===== config.mk =====
export PLATFORM = sky130hd
export DESIGN_NAME = regfile_wb_arbiter
export DESIGN_NICKNAME = d
export VERILOG_FILES = /design/src/rtl/regfile_wb_arbiter.sv
export SDC_FILE = /design/constraint.sdc
export NUM_CORES = 1
export LEC_CHECK = 0
export CORE_MARGIN = 10
export CORE_UTILIZATION = 40
export CTS_BUF_LIST = sky130_fd_sc_hd__clkbuf_16
export DETAILED_ROUTE_END_ITERATION = 8
export PLACE_DENSITY = 0.81
export SYNTH_ARGS = -nofsm -noshare
export SYNTH_HDL_FRONTEND = slang
export SYNTH_SLANG_ARGS = --single-unit

===== constraint.sdc =====
create_clock -name clk -period 2.8 [get_ports clk]
set_input_delay 0.42 -clock clk [delete_from_list [all_inputs] [get_ports clk]]
set_output_delay 0.42 -clock clk [all_outputs]
set_load 0.005 [all_outputs]

===== src/rtl/regfile_wb_arbiter.sv =====
// ---------------------------------------------------------------------------
// regfile_wb_arbiter
//
// Shares the single register-file write port between N_REQ write-back
// requesters (ALU, LSU, MUL/DIV). The requesters are served in round-robin
// order, and the chosen write goes through one register stage before it
// reaches the register file. A pending-write scoreboard holds one bit per
// register. Issue logic sets a bit, and a committed write clears it. The
// decoder uses sb_pending to stall on hazards.
//
// Optional feature (compile-time macro REGFILE_WB_X0_DROP_EN):
//   defined   - register 0 is hard-wired. A request to address 0 still
//               completes its handshake and still advances the pointer, but
//               it never asserts rf_write_en. A scoreboard set of register 0
//               is ignored.
//   undefined - register 0 behaves like any other register.
//
// Parameters:
//   WIDTH  data width of one register
//   N      number of registers (address width is $clog2(N))
//   N_REQ  number of write-back requesters (>= 2)
//
// Ports:
//   clk            clock; all state updates on posedge
//   rst            asynchronous active-high reset
//   req_valid      [N_REQ]        requester i holds a write
//   req_ready      [N_REQ]        requester i accepted this cycle (combinational)
//   req_addr       [N_REQ][AW]    destination register per requester
//   req_data       [N_REQ][WIDTH] write data per requester
//   sb_set_valid                  issue logic marks a register pending
//   sb_set_addr    [AW]           register to mark
//   sb_pending     [N]            bit r set while a write to r is outstanding
//   rf_write_en                   register file write enable (registered)
//   rf_write_addr  [AW]           register file write address (registered)
//   rf_data_in     [WIDTH]        register file write data (registered)
// ---------------------------------------------------------------------------
module regfile_wb_arbiter #(
  parameter int WIDTH = 32,
  parameter int N     = 32,
  parameter int N_REQ = 3
) (
  input  logic                               clk,
  input  logic                               rst,
  input  logic [N_REQ-1:0]                   req_valid,
  output logic [N_REQ-1:0]                   req_ready,
  input  logic [N_REQ-1:0][$clog2(N)-1:0]    req_addr,
  input  logic [N_REQ-1:0][WIDTH-1:0]        req_data,
  input  logic                               sb_set_valid,
  input  logic [$clog2(N)-1:0]               sb_set_addr,
  output logic [N-1:0]                       sb_pending,
  output logic                               rf_write_en,
  output logic [$clog2(N)-1:0]               rf_write_addr,
  output logic [WIDTH-1:0]                   rf_data_in
);

  localparam int AW = $clog2(N);
  localparam int PW = $clog2(N_REQ);

  // State
  logic [PW-1:0]    r_rr_ptr;
  logic             r_write_en;
  logic [AW-1:0]    r_write_addr;
  logic [WIDTH-1:0] r_data;
  logic [N-1:0]     r_pending;

  // Combinational arbitration results
  logic [N_REQ-1:0] w_grant;
  logic             w_any_grant;
  logic [AW-1:0]    w_sel_addr;
  logic [WIDTH-1:0] w_sel_data;
  logic [PW-1:0]    w_next_ptr;
  logic             w_commit;
  logic             w_set_ok;
  logic [N-1:0]     w_pending_next;

  // Round-robin scan. Starting at r_rr_ptr, take the first valid requester.
  // The inner loop compares each index against the rotated position. This
  // keeps every array select at a constant index.
  // NOTE: every signal that an always_comb block writes gets a default first.
  // Without the default, a path that skips the assignment would infer a latch.
  always_comb begin
    int   pos;
    logic found;
    w_grant = '0;
    found   = 1'b0;
    pos     = 0;
    for (int k = 0; k < N_REQ; k++) begin
      pos = int'(r_rr_ptr) + k;
      if (pos >= N_REQ) pos = pos - N_REQ;
      for (int i = 0; i < N_REQ; i++) begin
        if (!found && (i == pos) && req_valid[i]) begin
          w_grant[i] = 1'b1;
          found      = 1'b1;
        end
      end
    end
  end

  // Mux out the granted request and compute the pointer that follows it.
  always_comb begin
    w_sel_addr = '0;
    w_sel_data = '0;
    w_next_ptr = r_rr_ptr;
    for (int i = 0; i < N_REQ; i++) begin
      if (w_grant[i]) begin
        w_sel_addr = req_addr[i];
        w_sel_data = req_data[i];
        w_next_ptr = (i == N_REQ - 1) ? '0 : PW'(i + 1);
      end
    end
  end

  assign w_any_grant = |w_grant;
  assign req_ready   = rst ? '0 : w_grant;

`ifdef REGFILE_WB_X0_DROP_EN
  // A write to register 0 is accepted but never reaches the register file.
  assign w_commit = w_any_grant && (w_sel_addr != '0);
  assign w_set_ok = sb_set_valid && (sb_set_addr != '0);
`else
  assign w_commit = w_any_grant;
  assign w_set_ok = sb_set_valid;
`endif

  // Scoreboard update. The clear is applied first and the set second, so a
  // new producer issued to the register being retired keeps its bit set.
  always_comb begin
    w_pending_next = r_pending;
    if (r_write_en) w_pending_next[r_write_addr] = 1'b0;
    if (w_set_ok)   w_pending_next[sb_set_addr]  = 1'b1;
  end

  // NOTE: sequential state is assigned with non-blocking (<=) assignments.
  // All flops then update together on the edge, and no block sees another
  // block's new value in the same cycle.
  always_ff @(posedge clk or posedge rst) begin
    if (rst) begin
      r_rr_ptr     <= '0;
      r_write_en   <= 1'b0;
      r_write_addr <= '0;
      r_data       <= '0;
      // NOTE: the scoreboard is an N-bit flop vector and not a RAM. The
      // decoder reads it every cycle, so it must be reset explicitly to
      // avoid stalling on stale bits.
      r_pending    <= '0;
    end else begin
      r_pending  <= w_pending_next;
      r_write_en <= w_commit;
      if (w_any_grant) r_rr_ptr <= w_next_ptr;
      if (w_commit) begin
        r_write_addr <= w_sel_addr;
        r_data       <= w_sel_data;
      end
    end
  end

  assign rf_write_en   = r_write_en;
  assign rf_write_addr = r_write_addr;
  assign rf_data_in    = r_data;
  assign sb_pending    = r_pending;

  // At most one requester is accepted per cycle.
  a_onehot_ready: assert property (@(posedge clk) disable iff (rst)
    $onehot0(req_ready));

  // Addresses at or above N exist only when N is not a power of two.
  generate
    if ((1 << AW) != N) begin : g_addr_chk
      for (genvar gi = 0; gi < N_REQ; gi++) begin : g_req
        a_req_addr: assert property (@(posedge clk) disable iff (rst)
          req_valid[gi] |-> (int'(req_addr[gi]) < N));
      end
      a_set_addr: assert property (@(posedge clk) disable iff (rst)
        sb_set_valid |-> (int'(sb_set_addr) < N));
    end
  endgenerate

endmodule


==> results of run 1 <==
-- registers in the layout, indices dropped and copies added, names as in the netlist --
name           flops
rf_write_addr      5
sb_pending        32
rf_data_in        32
r_rr_ptr           2
rf_write_en        1
-- power groups by stage --
stage	Combinational (mW)	Sequential (mW)	Clock, mW
6_report	3.29	1.90	1.23
5_1_grt	3.56	1.95	1.29
4_1_cts	3.32	1.89	1.25
3_5_place_dp	3.31	1.91	0
3_3_place_gp	3.19	1.88	0
2_1_floorplan	1.76	1.85	0
-- cell type report --
type	instances	area [um^2]
clock inverters	7	96.34
repair buffers	203	2024
clock buffers	9	225.2
well taps	111	138.9
multi-input cells	260	1725
fillers	752	3166
inverters	5	18.77
flip-flops and latches	72	1802
-- logic make-up after synthesis --
kind of cell    share of synthesized area, %
compound gates                         35.23
simple gates                           10.05
flops                                  48.08
buf+inv                                5.976
fa+ha+maj                             0.6677
-- layer usage --
metal	part of all wire, %	vias up	GRT usage, %
li1	-	1779	-
met1	37	1895	21.19
met2	55	145	37.08
met3	7.6	14	5.810
met4	0.74	0	4.860
met5	0	-	0
-- final timing paths --
path                                startpoint             end  slack (ns)
worst min register to register  sb_pending[20]  sb_pending[20]        0.51
worst min-delay path            sb_pending[20]  sb_pending[20]        0.51
min in group asynchronous                  rst   rf_data_in[5]        0.54
max in group asynchronous                  rst  sb_pending[20]        1.63
worst max-delay path               r_rr_ptr[0]    req_ready[1]        0.16
worst max register to register     r_rr_ptr[1]  rf_data_in[16]        0.64
-- worst reg2reg max path, stage by stage, from the launching register on --
cell,delay (ns)
dfrtp_1,0.39
ha_2,0.40
and2b_1,0.20
o211ai_2,0.17
and2_2,0.18
buf_4,0.47
a211oi_1,0.19
-- placed cells by master, fill, tap and decap left out, drive strengths merged, types with 6 or more instances in the layout --
cell type / count
or3b: 6
o32ai: 37
clkbuf: 9
buf: 9
a21oi: 38
nand3b: 10
nor2: 41
dfrtp: 72
o21ai: 66
a211oi: 37
clkdlybuf4s50: 193
inv: 7
-- stage by stage --
stage               std cells  util, %  setup WS (ns)  hold slack (ns)  instance area, um^2
CTS                       667    65.52        0.09329           0.5115                 6026
global placement          651    62.03         0.3373           0.4845                 5704
global route              667    65.58        0.05419           0.5379                 6031
floorplan                 370        -         0.5551           0.4859                 3747
detailed placement        651    62.03         0.2712           0.4987                 5704
finish                    667    65.58         0.1628           0.5062                 6031
==> metrics, run 1 <==
Pre-Repair DR Iteration Count=4; most frequent cells after synthesis=dfrtp_1 (72), o21ai_0 (65), nor2_1 (41); PostCTS Resize Cnt=0; GR Overflow Total=0; Syn Inst Count=370; H-tree lvl count=3; Clock Power Share=19.2%; chip width=116.8 um; Comb power frac=51.3%; DRC viols=0; hpwl dp=10610 um; top-level I/O count=195; Startpoint Class=flop; Pleak=2.218 nW; total core area=9196 um^2; first-pass GRT wire length=21220 um; Max Clk Rate=379.2 MHz; RSZ-0062 raised after global routing=no; Rel. slew slack=63.09%; setup violators final=0; crit path DAT=2.22 ns; CTS tree=built; vias per cell=5.747; final worst-path cycle share=94.18%; worst slew pin tran=0.5536 ns; cts hold-fix bufs=0; Sw Pwr=2.378 mW; routed length per placed instance=21.33 um; Hold Crit Depth=2; Post-Route Setup TNS=0 ns; sequential element share of the synthesized area=48.08%; clock latency on the worst-skew pair=0.33 ns; FFs w/ async S/R, synth=100.0%; Synth Register Bits=72; Hold WC Path Type=flop to flop; Final Hold Fails=0; max-slew violations=0; die area=13640 um^2; synth-to-layout area growth=60.93%; post-CTS setup buffers=0; top-count cell post-synth=dfrtp_1; family with the most delay on the worst path=buffers and inverters; Slowest-stage cell, CP=clkdlybuf4s50_1; critical path data required time=2.38 ns; syn nets=494; maxcap violations=0; CTS root buf=clkbuf_16; Setup Crit Path Kind=flop to output pin; Via Count=3833; die height=116.8 um; clock sink count=72; status=finished clean; switching part of the total=37.07%; Area contributors post-synth=dfrtp_1 (48%), o21ai_0 (8.7%), o32ai_1 (8.6%); layout cells sized above 1=10.61%; worst vdd ir=1.244 mV; Setup Skew=0.01087 ns; Placement Rows=35; fin crit period=2.637 ns; # diodes=0; CTS Buf Count=9; routability cong.=0.8197; Synth Cell Area=3747 um^2; Total GRT Usage=19.79%; Worst R2R Path Depth=6; Reg power frac=29.5%; number of global-route vias before repair=3990; DRT antenna net count=0; worst path cell trace=inv_1 > ha_2 > or2_4 > a31oi_4 > nand2b_1 > nor2_1 > clkdlybuf4s50_1; number of I/O port buffers=194; Int Pwr=4.038 mW; Yosys top cell area share=48.08%; Max FO, Critical Path=5; area leader, netlist=dfrtp_1; Iter 0 DRT Violations=231; Post-synth top flop=dfrtp_1; Critical Path End Type=output pin; Post-synth EDFFs=0; Ys Warns=0; initial core utilization=40.75%; largest net degree at the start of global routing=53; Critical Path Stages=7; Slowest Stage Delay on Critical Path=0.45 ns; initial antenna violation count=0; clk slew on worst S/H paths=0.06 ns; Worst Path Buf+Inv=2; Detailed Route WL=14230 um; Yosys cell types=32; Mean Syn Cell Area=10.13 um^2; fin nets=675; Power Total=6.416 mW; pwr dens=1064 nW/um^2; Max clock buf depth=2
No activity file was read; power rests on OpenSTA's default activity.
==> inputs of run 2 (changes only) <==
--- a/config.mk
+++ b/config.mk
@@ -5,6 +5,7 @@
 export SDC_FILE = /design/constraint.sdc
 export NUM_CORES = 1
 export LEC_CHECK = 0
+export CORE_ASPECT_RATIO = 0.9
 export CORE_MARGIN = 10
 export CORE_UTILIZATION = 40
 export CTS_BUF_LIST = sky130_fd_sc_hd__clkbuf_16
==> constraint.sdc (replaced) <==
create_clock -name clk -period 2.6 [get_ports clk]
set_input_delay 0.39 -clock clk [delete_from_list [all_inputs] [get_ports clk]]
set_output_delay 0.39 -clock clk [all_outputs]
set_load 0.005 [all_outputs]
==> run 2 against run 1 <==
Against the previous run: die area hardly changed; utilization is 1.2 points higher; combinational power is 9.4% higher; sequential power is 8% higher; clock-buffer cell count stayed put; wire length is 2.0% higher; cell count is 2.1% higher; worst setup slack worse by 0.00057 ns; clock skew hardly changed; hold slack worse by 0.031 ns; via count is 2.3% higher; highest routed layer unchanged.
==> metrics, run 2 (same netlist as run 1, synthesis figures left out) <==
status=finished clean; switching part of the total=37.38% (+0.31 points); top-level I/O count=195 (unchanged); routing usage on met1=24.06% (+2.9 points); setup violators final=0 (unchanged); met3 Track Usage GR=6.667% (+0.86 points); Setup Skew=0.01085 ns (-0.00002680 ns); post-CTS setup buffers=0 (unchanged); crit path DAT=2.05 ns (-0.17 ns); Sw Pwr=2.627 mW (+10%); maxcap violations=0 (unchanged); number of I/O port buffers=194 (unchanged); Reg power frac=29.1% (-0.4 points); clock sink count=72 (unchanged); chip width=122.0 um (+4.5%); Startpoint Class=flop; Hold WC Path Type=input pin to async pin; filler cell count in the final layout=720 (-4.3%); die height=111.8 um (-4.3%); routed length per placed instance=21.30 um (-0.14%); sequential standard cell area=1802 um^2 (unchanged); CTS tree=built; Max FO, Critical Path=5 (unchanged); CTS Buf Count=9 (unchanged); clk slew on worst S/H paths=0.06 ns (about the same); Rel. slew slack=62.23% (-0.86 points); Post-Route Setup TNS=0 ns (unchanged); die area=13650 um^2 (about the same); DRC viols=0 (unchanged); H-tree lvl count=3 (unchanged); fin crit period=2.438 ns; routing usage on met2=35.08% (-2.0 points); number of global-route vias before repair=4110 (+3.0%); layout cells sized above 1=11.63% (+1.0 points); Placed Cells=665 (+2.2%); worst path cell trace=inv_1 > ha_2 > o21ba_2 > a21oi_1 > nor3_1 > clkdlybuf4s50_1; Max Clk Rate=410.2 MHz; Max clock buf depth=2 (unchanged); Pleak=2.247 nW (+1.3%); Via Count=3921 (+2.3%); critical path data required time=2.21 ns (-0.17 ns); worst slew pin tran=0.5665 ns (+0.01292 ns); Detailed Route WL=14510 um (+2.0%); cts hold-fix bufs=0 (unchanged); fin nets=678 (+0.44%); GR Overflow Total=0 (unchanged); final worst-path cycle share=93.76%; Int Pwr=4.401 mW (+9.0%); Slowest Stage Delay on Critical Path=0.54 ns (+0.09 ns); area of the multi-input gates=1744 um^2 (+1.1%); commonest non-fill, non-tap cell in the layout=clkdlybuf4s50_1; Clock Power Share=19.7% (+0.5 points); RSZ-0062 raised after global routing=no; initial core utilization=41.07% (+0.32 points); synth-to-layout area growth=62.67%; pwr dens=1153 nW/um^2 (+8.4%); max-slew violations=0 (unchanged); Placement Rows=33 (-5.7%); final std cells w/o fill=681 (+2.1%); vias per cell=5.758 (+0.19%); gr busiest metal=met2; # diodes=0 (unchanged); CTS root buf=clkbuf_16; first-pass GRT wire length=22560 um (+6.3%); Comb power frac=51.2% (about the same); Final Hold Fails=0 (unchanged); Critical Path End Type=output pin; Total GRT Usage=20.35% (+0.56 points); most frequent cells in the layout=clkdlybuf4s50_1 (192), dfrtp_1 (72), o21ai_0 (65), nor2_1 (41), a21oi_1 (38); Setup Crit Path Kind=flop to output pin; clock latency on the worst-skew pair=0.33 ns (about the same); worst vdd ir=0.9824 mV (-21%); Pre-Repair DR Iteration Count=5 (+1); DRT antenna net count=0 (unchanged); routability cong.=0.8605 (+5.0%); total core area=9125 um^2 (-0.78%); Iter 0 DRT Violations=321 (+39%); initial antenna violation count=0 (unchanged); largest net degree at the start of global routing=41 (-23%); Slowest-stage cell, CP=clkdlybuf4s50_1; hpwl dp=10570 um (-0.37%)
[run 2: cell count changes in the layout (fill, tap and decap cells not counted), sizes merged]
cell,previous run,this run
buf,9,12
clkdlybuf4s50,193,192
clkinv,1,0
clkinvlp,2,1
dlygate4sd2,0,1
inv,7,9
[run 2: area by class of cell]
cell class | instances | area share [%]
repair buffers | 206 | 33.56
multi-input cells | 260 | 28.61
clock inverters | 7 | 1.765
inverters | 5 | 0.3079
clock buffers | 9 | 3.695
well taps | 122 | 2.504
flip-flops and latches | 72 | 29.56
[run 2: path summary, 6_finish.rpt]
| kind | cells past startpoint | slack, ns | end | startpoint |
|---|---|---|---|---|
| worst min-delay path | 2 | 0.48 | rf_data_in[19] | rst |
| worst max-delay path | 6 | 0.16 | req_ready[0] | r_rr_ptr[1] |
| worst min register to register | 2 | 0.52 | sb_pending[16] | sb_pending[16] |
| min in group clk | 2 | 0.52 | sb_pending[16] | sb_pending[16] |
| max in group asynchronous | 3 | 1.53 | rf_data_in[10] | rst |
| worst max register to register | 7 | 0.41 | rf_data_in[29] | r_rr_ptr[0] |
[run 2: through the flow]
| step | area (um^2) | hold WS, ns | utilization [%] | power (mW) | setup slack [ns] |
|---|---|---|---|---|---|
| 5_1_grt | 6096 | 0.5207 | 66.80 | 7.475 | 0.02742 |
| 6_report | 6096 | 0.4755 | 66.80 | 7.028 | 0.1623 |
| 4_1_cts | 6083 | 0.4761 | 66.67 | 7.045 | 0.008988 |
| 3_5_place_dp | 5749 | 0.5007 | 63.01 | 5.638 | 0.2035 |
| 3_3_place_gp | 5749 | 0.4788 | 63.01 | 5.507 | 0.2365 |
| 2_1_floorplan | 3747 | 0.4859 | - | 3.887 | 0.3851 |
[run 2: power groups by stage]
stage	clock [mW]	sequential, mW	combinational (mW)
finish	1.39	2.05	3.60
global route	1.46	2.11	3.90
CTS	1.40	2.04	3.60
detailed placement	0	2.06	3.58
global placement	0	2.02	3.48
floorplan	0	2.00	1.89
[run 2: per-layer routing]
metal	vias to the layer above	share of wire, %
li1	1786	-
met1	1948	38
met2	179	52
met3	8	9.3
met4	0	0.65
met5	-	0
[run 2: what timing repair did]
item / in CTS / in global routing
gates cloned: 0 / 0
gates resized for setup: 2 / 3
endpoints found under the setup margin: 2 / 2
[run 2: critical path: cells and delay by family, from the launching register on]
family | cells | cell delay (ns)
flip-flops | 1 | 0.41
buffers and inverters | 2 | 0.61
AO/OA/AOI/OAI | 2 | 0.28
AND/OR/NAND/NOR | 1 | 0.17
adder cells (fa/ha/maj) | 1 | 0.25
